### config.mk
export PLATFORM = sky130hd
export DESIGN_NAME = gate_gen
export DESIGN_NICKNAME = d
export VERILOG_FILES = /design/src/rtl/gate_gen_pkg.sv /design/src/rtl/gate_len_cnt.sv /design/src/rtl/gate_gen.sv
export SDC_FILE = /design/constraint.sdc
export NUM_CORES = 1
export LEC_CHECK = 0
export BUFFER_PORTS_ARGS = -buffer_cell sky130_fd_sc_hd__buf_2
export CAP_MARGIN = 25
export CORE_ASPECT_RATIO = 1.5
export CORE_MARGIN = 2
export CORE_UTILIZATION = 60
export CTS_CLUSTER_SIZE = 40
export DETAILED_ROUTE_END_ITERATION = 7
export GPL_ROUTABILITY_DRIVEN = 0
export PLACE_DENSITY = 0.91
export SKIP_LAST_GASP = 1
export SLEW_MARGIN = 20
export SYNTH_ARGS = -nofsm -noshare
export SYNTH_HDL_FRONTEND = slang
export SYNTH_SLANG_ARGS = --single-unit
### constraint.sdc
create_clock -name clk -period 11.8 [get_ports clk]
set_input_delay 2.36 -clock clk [delete_from_list [all_inputs] [get_ports clk]]
set_output_delay 2.36 -clock clk [all_outputs]
set_load 0.03 [all_outputs]
### src/rtl/gate_gen_pkg.sv
// Shared types and constants for the gate window generator.
// Optional feature macro: GATE_GEN_CNT_EN (completed-gate counter output).
package gate_gen_pkg;

    // Default width of the length registers and the down-counter.
    localparam int DEF_CNT_W = 32;

    // Shortest low gap between gates; the downstream counter needs two
    // cycles to capture and clear between measurement windows.
    localparam int LOW_MIN = 2;

    // Width of the optional completed-gate counter.
    localparam int GATE_CNT_W = 16;

    typedef enum logic [1:0] {
        ST_IDLE = 2'd0,
        ST_HIGH = 2'd1,
        ST_LOW  = 2'd2
    } gate_state_e;

endpackage

### src/rtl/gate_len_cnt.sv
// Loadable down-counter used to time the high and low phases of the gate.
// Load has priority over decrement; decrement stops at zero (no wrap).
module gate_len_cnt #(
    parameter int CNT_W = 32
) (
    input  logic             clk,
    input  logic             nRST,
    input  logic             load_i,
    input  logic [CNT_W-1:0] load_val_i,
    input  logic             en_i,
    output logic [CNT_W-1:0] value_o,
    output logic             zero_o
);

    logic [CNT_W-1:0] value_q;
    logic [CNT_W-1:0] value_d;

    // Next value: reload, decrement, or hold.
    always_comb begin
        value_d = value_q;
        if (load_i) begin
            value_d = load_val_i;
        end else if (en_i && (value_q != '0)) begin
            value_d = value_q - CNT_W'(1);
        end
    end

    // Counter register.
    always_ff @(posedge clk or negedge nRST) begin
        if (!nRST) begin
            value_q <= '0;
        end else begin
            value_q <= value_d;
        end
    end

    assign value_o = value_q;
    assign zero_o  = (value_q == '0);

endmodule

### src/rtl/gate_gen.sv
// Gate ("door") window generator: a programmable high pulse followed by a
// programmable low gap, single-shot or continuous.
// Handshake: start is a one-cycle request honoured only in IDLE with
// high_len != 0 and stop low; stop aborts from any state and wins over start.
// All outputs are registered.
// Optional feature macro: GATE_GEN_CNT_EN adds gate_cnt, a saturating count
// of gates that completed their full high phase since the last start.
module gate_gen
    import gate_gen_pkg::*;
#(
    parameter int CNT_W   = DEF_CNT_W,
    parameter int LOW_MIN = gate_gen_pkg::LOW_MIN
) (
    input  logic             clk,
    input  logic             nRST,
    input  logic             start,
    input  logic             stop,
    input  logic             cont,
    input  logic [CNT_W-1:0] high_len,
    input  logic [CNT_W-1:0] low_len,
    output logic             door_out,
    output logic             busy,
    output logic             done
`ifdef GATE_GEN_CNT_EN
    ,
    output logic [GATE_CNT_W-1:0] gate_cnt
`endif
);

    gate_state_e      state_q, state_d;
    logic             door_q, door_d;
    logic             busy_q, busy_d;
    logic             done_q, done_d;
    logic [CNT_W-1:0] high_q, high_d;
    logic [CNT_W-1:0] low_q, low_d;
    logic             cont_q, cont_d;

    logic             cnt_load;
    logic [CNT_W-1:0] cnt_val;
    logic             cnt_en;
    logic [CNT_W-1:0] cnt_value;
    logic             cnt_zero;
    logic [CNT_W-1:0] eff_low;

    // Low gap is never shorter than LOW_MIN cycles.
    assign eff_low = (low_q < CNT_W'(LOW_MIN)) ? CNT_W'(LOW_MIN) : low_q;

    gate_len_cnt #(
        .CNT_W (CNT_W)
    ) u_len_cnt (
        .clk        (clk),
        .nRST       (nRST),
        .load_i     (cnt_load),
        .load_val_i (cnt_val),
        .en_i       (cnt_en),
        .value_o    (cnt_value),
        .zero_o     (cnt_zero)
    );

    // FSM next state, counter control and registered-output next values.
    always_comb begin
        state_d  = state_q;
        door_d   = door_q;
        busy_d   = busy_q;
        done_d   = 1'b0;
        high_d   = high_q;
        low_d    = low_q;
        cont_d   = cont_q;
        cnt_load = 1'b0;
        cnt_val  = '0;
        cnt_en   = 1'b0;
        unique case (state_q)
            ST_IDLE: begin
                if (start && !stop && (high_len != '0)) begin
                    high_d   = high_len;
                    low_d    = low_len;
                    cont_d   = cont;
                    cnt_load = 1'b1;
                    cnt_val  = high_len - CNT_W'(1);
                    state_d  = ST_HIGH;
                    door_d   = 1'b1;
                    busy_d   = 1'b1;
                end
            end
            ST_HIGH: begin
                if (stop) begin
                    state_d = ST_IDLE;
                    door_d  = 1'b0;
                    busy_d  = 1'b0;
                end else if (cnt_zero) begin
                    state_d  = ST_LOW;
                    door_d   = 1'b0;
                    cnt_load = 1'b1;
                    cnt_val  = eff_low - CNT_W'(1);
                end else begin
                    cnt_en = 1'b1;
                end
            end
            ST_LOW: begin
                if (stop) begin
                    state_d = ST_IDLE;
                    door_d  = 1'b0;
                    busy_d  = 1'b0;
                end else if (cnt_zero) begin
                    if (cont_q) begin
                        state_d  = ST_HIGH;
                        door_d   = 1'b1;
                        cnt_load = 1'b1;
                        cnt_val  = high_q - CNT_W'(1);
                    end else begin
                        state_d = ST_IDLE;
                        busy_d  = 1'b0;
                        done_d  = 1'b1;
                    end
                end else begin
                    cnt_en = 1'b1;
                end
            end
            default: begin
                state_d = ST_IDLE;
                door_d  = 1'b0;
                busy_d  = 1'b0;
            end
        endcase
    end

    // State, output and latched-configuration registers.
    always_ff @(posedge clk or negedge nRST) begin
        if (!nRST) begin
            state_q <= ST_IDLE;
            door_q  <= 1'b0;
            busy_q  <= 1'b0;
            done_q  <= 1'b0;
            high_q  <= '0;
            low_q   <= '0;
            cont_q  <= 1'b0;
        end else begin
            state_q <= state_d;
            door_q  <= door_d;
            busy_q  <= busy_d;
            done_q  <= done_d;
            high_q  <= high_d;
            low_q   <= low_d;
            cont_q  <= cont_d;
        end
    end

    assign door_out = door_q;
    assign busy     = busy_q;
    assign done     = done_q;

`ifdef GATE_GEN_CNT_EN
    logic [GATE_CNT_W-1:0] gate_cnt_q;
    logic                  start_acc;
    logic                  gate_cmp;

    assign start_acc = (state_q == ST_IDLE) && (state_d == ST_HIGH);
    assign gate_cmp  = (state_q == ST_HIGH) && (state_d == ST_LOW);

    // Completed-gate counter: cleared on accepted start, saturating.
    always_ff @(posedge clk or negedge nRST) begin
        if (!nRST) begin
            gate_cnt_q <= '0;
        end else if (start_acc) begin
            gate_cnt_q <= '0;
        end else if (gate_cmp && (gate_cnt_q != {GATE_CNT_W{1'b1}})) begin
            gate_cnt_q <= gate_cnt_q + GATE_CNT_W'(1);
        end
    end

    assign gate_cnt = gate_cnt_q;
`endif

endmodule

==> reports/qor.csv <==
stage,metric,value,unit
global_route,met2 Usage GRT,0.510,
sta,fin. max-slew vios,0,
clock_network,"Reg clk slew, reported paths",0.07,ns
floorplan,Site Rows,48,
worst_setup_path,crit-path most repeated cell,buf_4,
global_route,Overflow after GRT,0,
sta,fmax,207,MHz
worst_setup_path,Critical Path Max Stage Delay,0.63,ns
sta,Final Hold Viols,0,
global_route,GRT Max-Usage Layer,met2,
logic_synthesis,fraction of the yosys area taken by sequential cells,0.356,
clock_network,PostCTS Resize Cnt,0,
detailed_routing,drt first pass iters,8,
placed_design,Placed Instances,1069,
sta,Setup TNS Final,0,ns
power,Static Leakage,3.25,nW
finish,"most common cell after layout, fill and taps aside",nand2_1,
detailed_routing,# DRC,0,
power,P per Cell Area,219,nW/µm²
floorplan,Initial Utilization,0.618,
placed_design,post-DP HPWL,14.9,mm
power,Sw Ratio,0.435,
clock_network,CTS Buffer Depth,2,
job,Max Cap Viol,0,
sta,period utilisation layout,0.409,
logic_synthesis,synth unique cells,64,
clock_network,root buffer cell,clkbuf_16,
global_route,M1 GR Usage,0.432,
worst_setup_path,Crit path arrival time,5.04,ns
worst_setup_path,Crit Path Class,input port to flip-flop,
worst_setup_path,crit path max fanout,60,
worst_setup_path,Crit-path slowest cell,nor4_1,
worst_setup_path,Setup crit start kind,input port,
finish,design area,7860,µm²
worst_setup_path,crit-path leading delay family,simple AND/OR/NAND/NOR gates,
clock_network,CTS Buf Count,9,
finish,layout cells sized above 1,0.124,
outcome,status,completed,
sta,hold slack,0.509,ns
clock_network,CTS sink cnt,102,
power,peak supply drop,0.119,mV
detailed_routing,Vias,7074,
worst_hold_path,worst hold path class,flip-flop to flip-flop,
detailed_routing,post-route ant nets,0,
logic_synthesis,Main synth FF type,dfrtp_1,
global_route,initial antenna violation count,0,
finish,Reg area,2550,µm²
clock_network,CTS HTree Levels,3,
clock_network,post-CTS setup buffers,0,
global_route,vias in the first global route,6576,
floorplan,I/O pins,72,
sta,Setup Skew,0.00549,ns
floorplan,chip height,138,µm
detailed_routing,vias per cell,6.52,
placed_design,dpl ws,6.71,ns
finish,most frequent cells in the layout,"205 x nand2_1, 102 x dfrtp_1, 70 x buf_2",
worst_setup_path,crit-path cells,"buf_2, nor4_1, nand4_1, o31ai_4, buf_4, a21oi_4, buf_4, nor3_1, a31oi_1",
logic_synthesis,cells after synthesis,889,
logic_synthesis,Ys Warns,0,
logic_synthesis,Synthesized Nets,967,
worst_setup_path,kind of end point of the critical path,flip-flop,
detailed_routing,Initial DRC Count,922,
power,Comb pwr share,0.390,
floorplan,die width,93.2,µm
global_route,largest net degree at the start of global routing,70,
logic_synthesis,Async SR Flop Fraction,1.00,
sta,max_slew headroom,0.394,
sta,PnR worst setup slack,6.97,ns
clock_network,hold_buf cts,0,
logic_synthesis,number of synthesized flops with an enable pin,0,
logic_synthesis,Synth Cell Area,7160,µm²
finish,fin nets,1008,
global_route,first-pass GRT wire length,33.0,mm
logic_synthesis,Yosys reg bits,102,
power,Psw,0.749,mW
finish,antenna cell count,0,
detailed_routing,WL/cell,18.6,µm
worst_setup_path,Worst EP required,12.01,ns
worst_setup_path,Critical path buffers and inverters,3,
power,sequential share of power,0.426,
finish,fillcell total,929,
finish,Area growth syn-to-layout,9.79,%
detailed_routing,WL final,20.2,mm
global_route,total track usage,0.330,
clock_network,TritonCTS clock tree,done,
floorplan,Core ar.,11600,µm²
clock_network,clk_lat worst skew,0.35,ns
sta,RSZ-0062 raised after global routing,false,
placed_design,DP Area,7540,µm²
finish,final non-filler cell total,1085,
power,Clock power frac,0.184,
placed_design,number of port buffers,71,
power,Internal Power,0.972,mW
global_route,GR Layer Usage met3,0.0536,
logic_synthesis,Mean Syn Cell Area,8.05,µm²
finish,multi-input logic area,4360,µm²
sta,setup violators final,0,
sta,Tmin final,4.83,ns
floorplan,die area,12800,µm²
sta,Worst-Margin Slew,0.901,ns
[synthesized netlist by cell type, types with 7 or more instances]
cell      number  share of area
o21ai_0       40          0.028
a221oi_1       7         0.0086
ha_1           9          0.016
a21oi_1       14         0.0098
nand4_1       13          0.011
inv_1         13         0.0068
a22oi_1       10          0.010
or4_1         13          0.014
a31oi_1       16          0.014
o31a_1        16          0.020
dfrtp_1      102           0.36
and3_1         7         0.0061
nand3_1       15          0.010
xnor2_1       44          0.054
nor3_1        44          0.031
buf_2         13         0.0091
o22ai_1       12          0.010
nor2b_1        7         0.0061
clkbuf_1      29          0.015
nor4_1        48          0.042
o22a_1         7         0.0086
xor2_1        41          0.050
or3_1         20          0.017
nand2_1      205           0.11
nor2_1        62          0.032
[sequential cells by signal (all words and copies together), names as in the netlist]
register / cells
u_len_cnt.value_o: 32
low_q: 32
door_out: 1
state_q: 2
busy: 1
done: 1
high_q: 32
cont_q: 1
[metal layers]
| metal | vias to the layer above | part of all wire |
|---|---|---|
| li1 | 3296 | - |
| met2 | 411 | 0.47 |
| met3 | 84 | 0.095 |
| met4 | 0 | 0.060 |
| met5 | - | 0 |
| met1 | 3283 | 0.38 |
[worst reg2reg max path, cell delays in order (launching register included)]
cell	delay [ns]
dfrtp_1	0.42
or4_4	0.56
nor4_1	0.42
nand3_1	0.34
o21ai_0	0.45
ha_1	0.26
or3b_2	0.53
or3_1	0.53
nor4_1	0.30
xor2_1	0.19
a221oi_1	0.30
mux2i_1	0.12
[final timing paths]
| check | start | endpoint | cells after the start | slack, ns |
|---|---|---|---|---|
| setup / recovery | high_len[10] | u_len_cnt.value_o[23] | 9 | 6.97 |
| setup reg to reg | low_q[21] | u_len_cnt.value_o[30] | 11 | 7.26 |
| hold / removal | door_out | door_out | 2 | 0.51 |
| max in group asynchronous | nRST | low_q[0] | 2 | 8.68 |
| hold reg to reg | door_out | door_out | 2 | 0.51 |
| min in group asynchronous | nRST | high_q[24] | 1 | 2.00 |
[area by class of cell]
class / count / area share
Multi-Input combinational cell: 728 / 0.555
Inverter: 13 / 0.00621
Clock buffer: 11 / 0.0322
Tap cell: 150 / 0.0239
Sequential cell: 102 / 0.325
Clock inverter: 5 / 0.00812
Timing Repair Buffer: 76 / 0.0503
[through the flow]
| stage | power, mW | util |
|---|---|---|
| 3_3_place_gp | 1.35 | 0.651 |
| 6_report | 1.72 | 0.678 |
| 2_1_floorplan | 1.18 | - |
| 3_5_place_dp | 1.38 | 0.651 |
| 4_1_cts | 1.70 | 0.678 |
| 5_1_grt | 1.83 | 0.678 |
[power groups by stage]
| stage | sequential, mW | combinational [mW] | clock [mW] |
|---|---|---|---|
| 6_report | 0.733 | 0.672 | 0.317 |
| 3_3_place_gp | 0.718 | 0.634 | 0 |
| 4_1_cts | 0.723 | 0.663 | 0.317 |
| 2_1_floorplan | 0.672 | 0.509 | 0 |
| 5_1_grt | 0.754 | 0.747 | 0.332 |
| 3_5_place_dp | 0.727 | 0.656 | 0 |
[cell families (layout without fill, tap and decap cells)]
family                     Yosys count  in the layout  share of synthesized area
AOI/OAI and AO/OA                  151            151                      0.144
DFF                                102            102                      0.356
xor gates and xnor gates            85             85                      0.104
muxes                                7              7                    0.00996
buffers and inverters               59            105                     0.0358
and+or+nand+nor                    476            476                      0.334
adders and majority gates            9              9                     0.0157
No activity file was read; power rests on OpenSTA's default activity.
